[config.mk]
export PLATFORM = sky130hd
export DESIGN_NAME = sw_debounce
export DESIGN_NICKNAME = d
export VERILOG_FILES = /design/src/rtl/sw_debounce_pkg.sv /design/src/rtl/sw_debounce_bit.sv /design/src/rtl/sw_debounce.sv
export SDC_FILE = /design/constraint.sdc
export NUM_CORES = 1
export LEC_CHECK = 0
export BUFFER_PORTS_ARGS = -buffer_cell sky130_fd_sc_hd__buf_4
export CAP_MARGIN = 20
export CORE_MARGIN = 1.5
export CORE_UTILIZATION = 45
export CTS_CLUSTER_SIZE = 10
export DETAILED_ROUTE_END_ITERATION = 8
export SLEW_MARGIN = 20
export SYNTH_ARGS = -nofsm -noshare
export SYNTH_HDL_FRONTEND = slang
export SYNTH_SLANG_ARGS = --single-unit
[constraint.sdc]
create_clock -name clk -period 4.3 [get_ports clk]
set_input_delay 0.43 -clock clk [delete_from_list [all_inputs] [get_ports clk]]
set_output_delay 0.43 -clock clk [all_outputs]
set_load 0.01 [all_outputs]
[src/rtl/sw_debounce_pkg.sv]
// sw_debounce_pkg: project constants for the switch debouncer.
//   DEBOUNCE_CYCLES_DEFAULT : stable cycles required on hardware (1 ms at 100 MHz)
//   DEBOUNCE_CYCLES_SIM     : short value used by simulation benches
//   cnt_width()             : stability-counter width for a given cycle count
package sw_debounce_pkg;

    localparam int unsigned DEBOUNCE_CYCLES_DEFAULT = 100000;
    localparam int unsigned DEBOUNCE_CYCLES_SIM     = 4;

    // Counter only ever holds 0 .. cycles-1, so $clog2(cycles) bits suffice;
    // keep at least one bit so the vector is never zero-width.
    function automatic int unsigned cnt_width(input int unsigned cycles);
        return (cycles > 2) ? $clog2(cycles) : 1;
    endfunction

endpackage

[src/rtl/sw_debounce_bit.sv]
// debounce_bit: one-bit two-flop synchronizer followed by a stability counter.
//   clk     : system clock
//   rst_n   : asynchronous active-low reset
//   raw     : raw input, asynchronous to clk
//   level   : debounced, registered level
//   update  : combinational strobe, high in the cycle whose closing edge
//             loads a new value into level
module debounce_bit
    import sw_debounce_pkg::*;
#(
    parameter int unsigned DEBOUNCE_CYCLES = DEBOUNCE_CYCLES_DEFAULT
) (
    input  logic clk,
    input  logic rst_n,
    input  logic raw,
    output logic level,
    output logic update
);

    localparam int unsigned    CW       = cnt_width(DEBOUNCE_CYCLES);
    localparam logic [CW-1:0]  TERMINAL = CW'(DEBOUNCE_CYCLES - 1);

    logic          sync1;
    logic          sync2;
    logic          stable;
    logic [CW-1:0] cnt;

    // Accept only once the mismatch has persisted through the terminal count.
    assign update = (sync2 != stable) && (cnt == TERMINAL);
    assign level  = stable;

    always_ff @(posedge clk or negedge rst_n) begin
        if (!rst_n) begin
            sync1  <= 1'b0;
            sync2  <= 1'b0;
            stable <= 1'b0;
            cnt    <= '0;
        end else begin
            sync1 <= raw;
            sync2 <= sync1;
            if (sync2 == stable) begin
                // Any return to the accepted level discards progress.
                cnt <= '0;
            end else if (update) begin
                stable <= sync2;
                cnt    <= '0;
            end else begin
                cnt <= cnt + CW'(1);
            end
        end
    end

endmodule

[src/rtl/sw_debounce.sv]
// sw_debounce: synchronizes and debounces the slide-switch bus.
//   clk        : system clock
//   rst_n      : asynchronous active-low reset
//   SW_RAW     : raw switch pins, asynchronous to clk
//   SW         : debounced, registered switch levels
//   SW_CHANGED : one-cycle pulse coinciding with each new SW value
module sw_debounce
    import sw_debounce_pkg::*;
#(
    parameter int unsigned BITS            = 16,
    parameter int unsigned DEBOUNCE_CYCLES = DEBOUNCE_CYCLES_DEFAULT
) (
    input  logic            clk,
    input  logic            rst_n,
    input  logic [BITS-1:0] SW_RAW,
    output logic [BITS-1:0] SW,
    output logic            SW_CHANGED
);

    if (DEBOUNCE_CYCLES < 2) begin : g_bad_cycles
        $error("sw_debounce: DEBOUNCE_CYCLES must be at least 2");
    end

    logic [BITS-1:0] upd;

    for (genvar i = 0; i < BITS; i++) begin : g_bit
        debounce_bit #(
            .DEBOUNCE_CYCLES(DEBOUNCE_CYCLES)
        ) u_bit (
            .clk   (clk),
            .rst_n (rst_n),
            .raw   (SW_RAW[i]),
            .level (SW[i]),
            .update(upd[i])
        );
    end

    // Registered on the same edge the bit flops load, so the pulse lines up
    // with the new SW value.
    always_ff @(posedge clk or negedge rst_n) begin
        if (!rst_n) begin
            SW_CHANGED <= 1'b0;
        end else begin
            SW_CHANGED <= |upd;
        end
    end

endmodule

After elaboration in Yosys (flattened, before gate mapping) --
Cells that the tools add are included.
Storage, ports and cells: register bits after elaboration 321, input bits 18, output and inout port bits 17, logic and storage cells 210
Operators by class: add/sub/neg operators 16, equal/unequal tests 48, muxes and demuxes 32, bitwise gates (word level) 16, reduce and logical (&&, ||, !) cells 33
Operator list (number):
- $mux W17 | 32
- $add A17 B1 Y17 const B | 16
- $eq A17 B17 Y1 const B | 16
- $reduce_and A2 Y1 | 16
- $eq A1 B1 Y1 | 16
- $logic_and A1 B1 Y1 | 16
- $ne A1 B1 Y1 | 16
- $not A1 Y1 | 16
- $reduce_or A16 Y1 | 1

Logic depth before layout (Yosys ltp) --
depth in word-level cells 4, depth in mapped cells 8, mapped depth without buffers 6

Cells and area by module --
Synthesis repeated with hierarchy kept, for this count alone.
Second synthesis, totals: cell total of the unflattened synthesis 1526, area, all modules 15491.1 µm²
Modules (own cells, without submodules):
- debounce_bit | instances 16, cells an instance 95, area an instance 964.7 µm², seq. area each 500.5 µm²
- sw_debounce | instances 1, cells an instance 6, area an instance 56.3 µm², seq. area each 25.0 µm²

Worst setup path before layout --
Ideal clock, no wire load.
kind flip-flop to flip-flop, from register g_bit[14].u_bit.cnt[13], to register g_bit[14].u_bit.cnt[11], library setup time 0.119 ns, arrival 1.992 ns, required time 4.181 ns, setup slack 2.190 ns, stages on the path, launching flop included 6, buffers on the path 1, clock period less this slack 2.110 ns, path through dfrtp_1 -> or4_1 -> or4_4 -> o31ai_4 -> buf_6 -> nor2_1
Between the ends: longest elaborated chain between the ends 4
Ends and longest elaborated chain:
- start, declared | line sw_debounce_bit.sv:26 | logic [CW-1:0] cnt;
- start signal, assigned | line sw_debounce_bit.sv:48 | cnt <= cnt + CW'(1);
- $eq A17 B17 Y1 | line sw_debounce_bit.sv:29 | assign update = (sync2 != stable) && (cnt == TERMINAL);
- $logic_and A1 B1 Y1 | line sw_debounce_bit.sv:29
- $mux W17 | line sw_debounce_bit.sv:44 | end else if (update) begin
- $mux W17 | line sw_debounce_bit.sv:41 | if (sync2 == stable) begin
Every way passes these cells. A chain may end at the register's enable or synchronous reset.

Final worst setup path --
from register g_bit[14].u_bit.cnt[13], to register g_bit[14].u_bit.cnt[7]
The elaborated chain is that of the path after synthesis.

==> impl_metrics.py <==
metrics = {
    "cts": {
        "clk-insertion-delay-late_ns": 0.53,
        "cts-htree-levels": 2,
        "cts.sink_count": 321,
        "clock-root-buffer": "sky130_fd_sc_hd__clkbuf_16",
        "post-cts-setup-buffers": 0,
        "cts_max_path_buffers": 3,
        "numCtsBuffers": 39,
        "cts.clk_slew.worst_paths_ns": 0.06,
        "cts_tree": "built",
    },
    "yosys": {
        "ys.flop_type": "sky130_fd_sc_hd__dfrtp_1",
        "ys_seq_area_frac": 0.5431,
        "ys_seq_elements": 321,
        "synth.most_common_cell": "sky130_fd_sc_hd__nor2_1",
        "post-synth-top-area-fraction": 0.5431,
        "synth_cells": 1462,
        "synth.avg_cell_area_um2": 10.12,
        "synthesized_area_um2": 14790,
        "edff_count_synth": 0,
        "post_synth_main_area_contributors": "sky130_fd_sc_hd__dfrtp_1, sky130_fd_sc_hd__xor2_1, sky130_fd_sc_hd__nor2_1",
        "synth.distinct_cells": 33,
        "async_flop_share": 1.000,
        "synth.top_cells.by_count": "sky130_fd_sc_hd__nor2_1, sky130_fd_sc_hd__dfrtp_1, sky130_fd_sc_hd__xor2_1, sky130_fd_sc_hd__nand3_1",
        "yosys.area.top_type": "sky130_fd_sc_hd__dfrtp_1",
        "synth_warnings": 0,
        "number_of_nets_in_the_synthesized_netlist": 1496,
    },
    "timing": {
        "setup_viol_count_final": 0,
        "finalWorstPathRequiredPeriod_ns": 2.393,
        "final.setup.tns_ns": 0,
        "timing_max_transition_violations_final": 0,
        "fmax_mhz": 417.9,
        "skew_ns": 0.02564,
        "grt_setup_unrepaired": "no",
        "remaining_max_slew_budget_at_the_tightest_pin": 0.4063,
        "hold_viol_final": 0,
        "timing.final.crit_share": 0.5565,
        "worst-slew-pin-transition_ns": 0.8825,
    },
    "drt": {
        "remaining_drc_errors": 0,
        "finalWirelength_mm": 25.62,
        "antenna_left": 0,
        "viasPerCell": 4.988,
        "vias": 9812,
        "post_drt_wl_per_cell_um": 13.02,
        "drt_pre_antenna_iters": 4,
        "drt_iter0_drc": 416,
    },
    "critical_path": {
        "critPathMaxStageDelay_ns": 0.64,
        "crit_type": "reg -> reg",
        "crit_path_max_fanout": 17,
        "timing.critical_path.max_delay_family": "simple AND/OR/NAND/NOR gates",
        "setup.worst_path.end_class": "register",
        "worstPathBufferInverterCount": 0,
        "cp.depth": 4,
        "required_ns": 4.67,
        "critical_path.slowest_cell": "sky130_fd_sc_hd__o31ai_4",
        "r2r_cells": 4,
        "cp-start-kind": "register",
        "crit_chain": "or4_1 -> or4_4 -> o31ai_4 -> nor2_1",
        "arrival_ns": 2.76,
    },
    "global_route": {
        "groute.usage.overall": 0.1601,
        "globalRoute.totalOverflow": 0,
        "antenna_found_initial": 0,
        "pin_count_of_the_biggest_net_entering_global_routing": 121,
        "grt_pass1_wl_mm": 45.55,
        "grt_pass1_vias": 9766,
    },
    "die": {
        "core_area_um2": 32450,
        "die_h_um": 184.3,
        "initial_core_util": 0.4557,
        "placementRows": 66,
        "die_area_um2": 33960,
        "die_width_um": 184.3,
        "number_of_ports_placed_on_the_die_boundary": 35,
    },
    "job": {
        "max-cap-violations": 0,
    },
    "pwr": {
        "p_sw_frac": 0.2203,
        "leakagePower_uw": 0.007153,
        "internal-power_uw": 4830,
        "power.net_switching_uw": 1365,
        "p_seq_frac": 0.504,
        "pwr-share-comb": 0.033,
        "peakVddDrop_uv": 283.7,
        "power_density_nw_per_um2": 371.9,
        "share_clk_of_total_power": 0.463,
    },
    "finish": {
        "finalNetCount": 1547,
        "fraction_of_layout_cells_with_a_size_suffix_above_1": 0.08721,
        "layout.cells.non_filler": 1967,
        "layout-area-overhead-vs-synth_pct": 12.63,
        "antenna_cells_inserted": 0,
    },
    "placed_design": {
        "placed_cells": 1901,
        "gp_congestion": 0.7826,
        "io_buffers": 34,
        "dp_hpwl_mm": 16.86,
    },
    "run_status": {
        "run_status": "finished, final reports clean",
    },
    "hold_path": {
        "hold_path_depth": 1,
        "holdCritPathClass": "in -> reg",
    },
}
power by group through the flow:
stage,registers (uW),clock network [uW],logic [uW]
after global routing,3130,3110,245
after CTS,3120,2970,216
after detailed placement,3170,0,206
after global placement,3170,0,202
final,3120,2870,206
after floorplan,3160,0,109
layout make-up:
class                      count  area (um2)
fill                        2947       15800
multi-input combinational   1079        6462
clock buffer                  49        1044
sequential                   321        8033
clock inverter                 4       42.54
timing repair buffer          50       440.4
inverter                      22       82.58
tap                          442       553.0
cell usage in the layout (no fill, tap or decap), types with 13 or more instances in the layout:
| cell | Yosys | layout |
|---|---|---|
| sky130_fd_sc_hd__nor2_1 | 323 | 323 |
| sky130_fd_sc_hd__dfrtp_1 | 321 | 321 |
| sky130_fd_sc_hd__xor2_1 | 147 | 147 |
| sky130_fd_sc_hd__nand3_1 | 110 | 110 |
| sky130_fd_sc_hd__xnor2_1 | 109 | 109 |
| sky130_fd_sc_hd__nand2_1 | 109 | 109 |
| sky130_fd_sc_hd__nor3_1 | 65 | 65 |
| sky130_fd_sc_hd__nand4_1 | 46 | 46 |
| sky130_fd_sc_hd__clkbuf_16 | 0 | 39 |
| sky130_fd_sc_hd__buf_4 | 17 | 34 |
| sky130_fd_sc_hd__nor4_1 | 25 | 25 |
| sky130_fd_sc_hd__and4_1 | 23 | 23 |
| sky130_fd_sc_hd__and3_1 | 23 | 23 |
| sky130_fd_sc_hd__inv_1 | 22 | 22 |
| sky130_fd_sc_hd__or2_2 | 18 | 18 |
| sky130_fd_sc_hd__mux2_2 | 16 | 16 |
| sky130_fd_sc_hd__ha_1 | 16 | 16 |
| sky130_fd_sc_hd__dlygate4sd3_1 | 0 | 13 |
through the flow:
step	setup WS (ns)	instance area [um2]	hold WS [ns]	util	total power [uW]
global placement	1.941	15420	0.3329	0.4752	3374
CTS	1.872	16660	0.008423	0.5133	6310
floorplan	2.190	14790	0.1344	-	3273
global route	1.750	16660	0.009251	0.5133	6479
detailed placement	1.906	15440	0.3347	0.4758	3380
finish	1.907	16660	0.02755	0.5133	6195
per-layer routing:
metal,GRT usage,wire length [um],up-vias
met3,0.02806,884,49
met4,0.04984,556,0
met1,0.2243,12790,4699
met2,0.2535,11390,84
met5,0,0,-
li1,-,-,4980
registers in the layout, indices dropped and copies added (netlist names):
name and count:
g_bit.u_bit.sync2 16, g_bit.u_bit.cnt 272, SW_CHANGED 1, g_bit.u_bit.sync1 16
g_bit.u_bit.level 16
final timing paths:
check / start / to / slack, ns
setup / recovery: g_bit[14].u_bit.cnt[13] / g_bit[14].u_bit.cnt[7] / 1.91
hold / removal: SW_RAW[2] / g_bit[2].u_bit.sync1 / 0.03
setup reg to reg: g_bit[14].u_bit.cnt[13] / g_bit[14].u_bit.cnt[7] / 1.91
hold reg to reg: g_bit[1].u_bit.sync1 / g_bit[1].u_bit.sync2 / 0.35
max in group asynchronous: rst_n / g_bit[12].u_bit.cnt[13] / 2.82
min in group asynchronous: rst_n / g_bit[6].u_bit.cnt[3] / 0.44
timing repair:
item                      CTS  global route
gates resized for setup     0             0
hold endpoints to repair   66             0
hold buffers               13             0
kinds of logic (layout without fill, tap and decap cells):
| kind of cell | Yosys count | count (layout) | synth area share |
|---|---|---|---|
| fa+ha+maj | 16 | 16 | 0.01354 |
| simple gates | 779 | 779 | 0.2492 |
| mux | 16 | 16 | 0.01218 |
| buf+inv | 62 | 125 | 0.02157 |
| xor+xnor | 256 | 256 | 0.1516 |
| flops | 321 | 321 | 0.5431 |
| compound gates | 12 | 12 | 0.008798 |
Note: power is estimated with default switching activity, not from simulation.
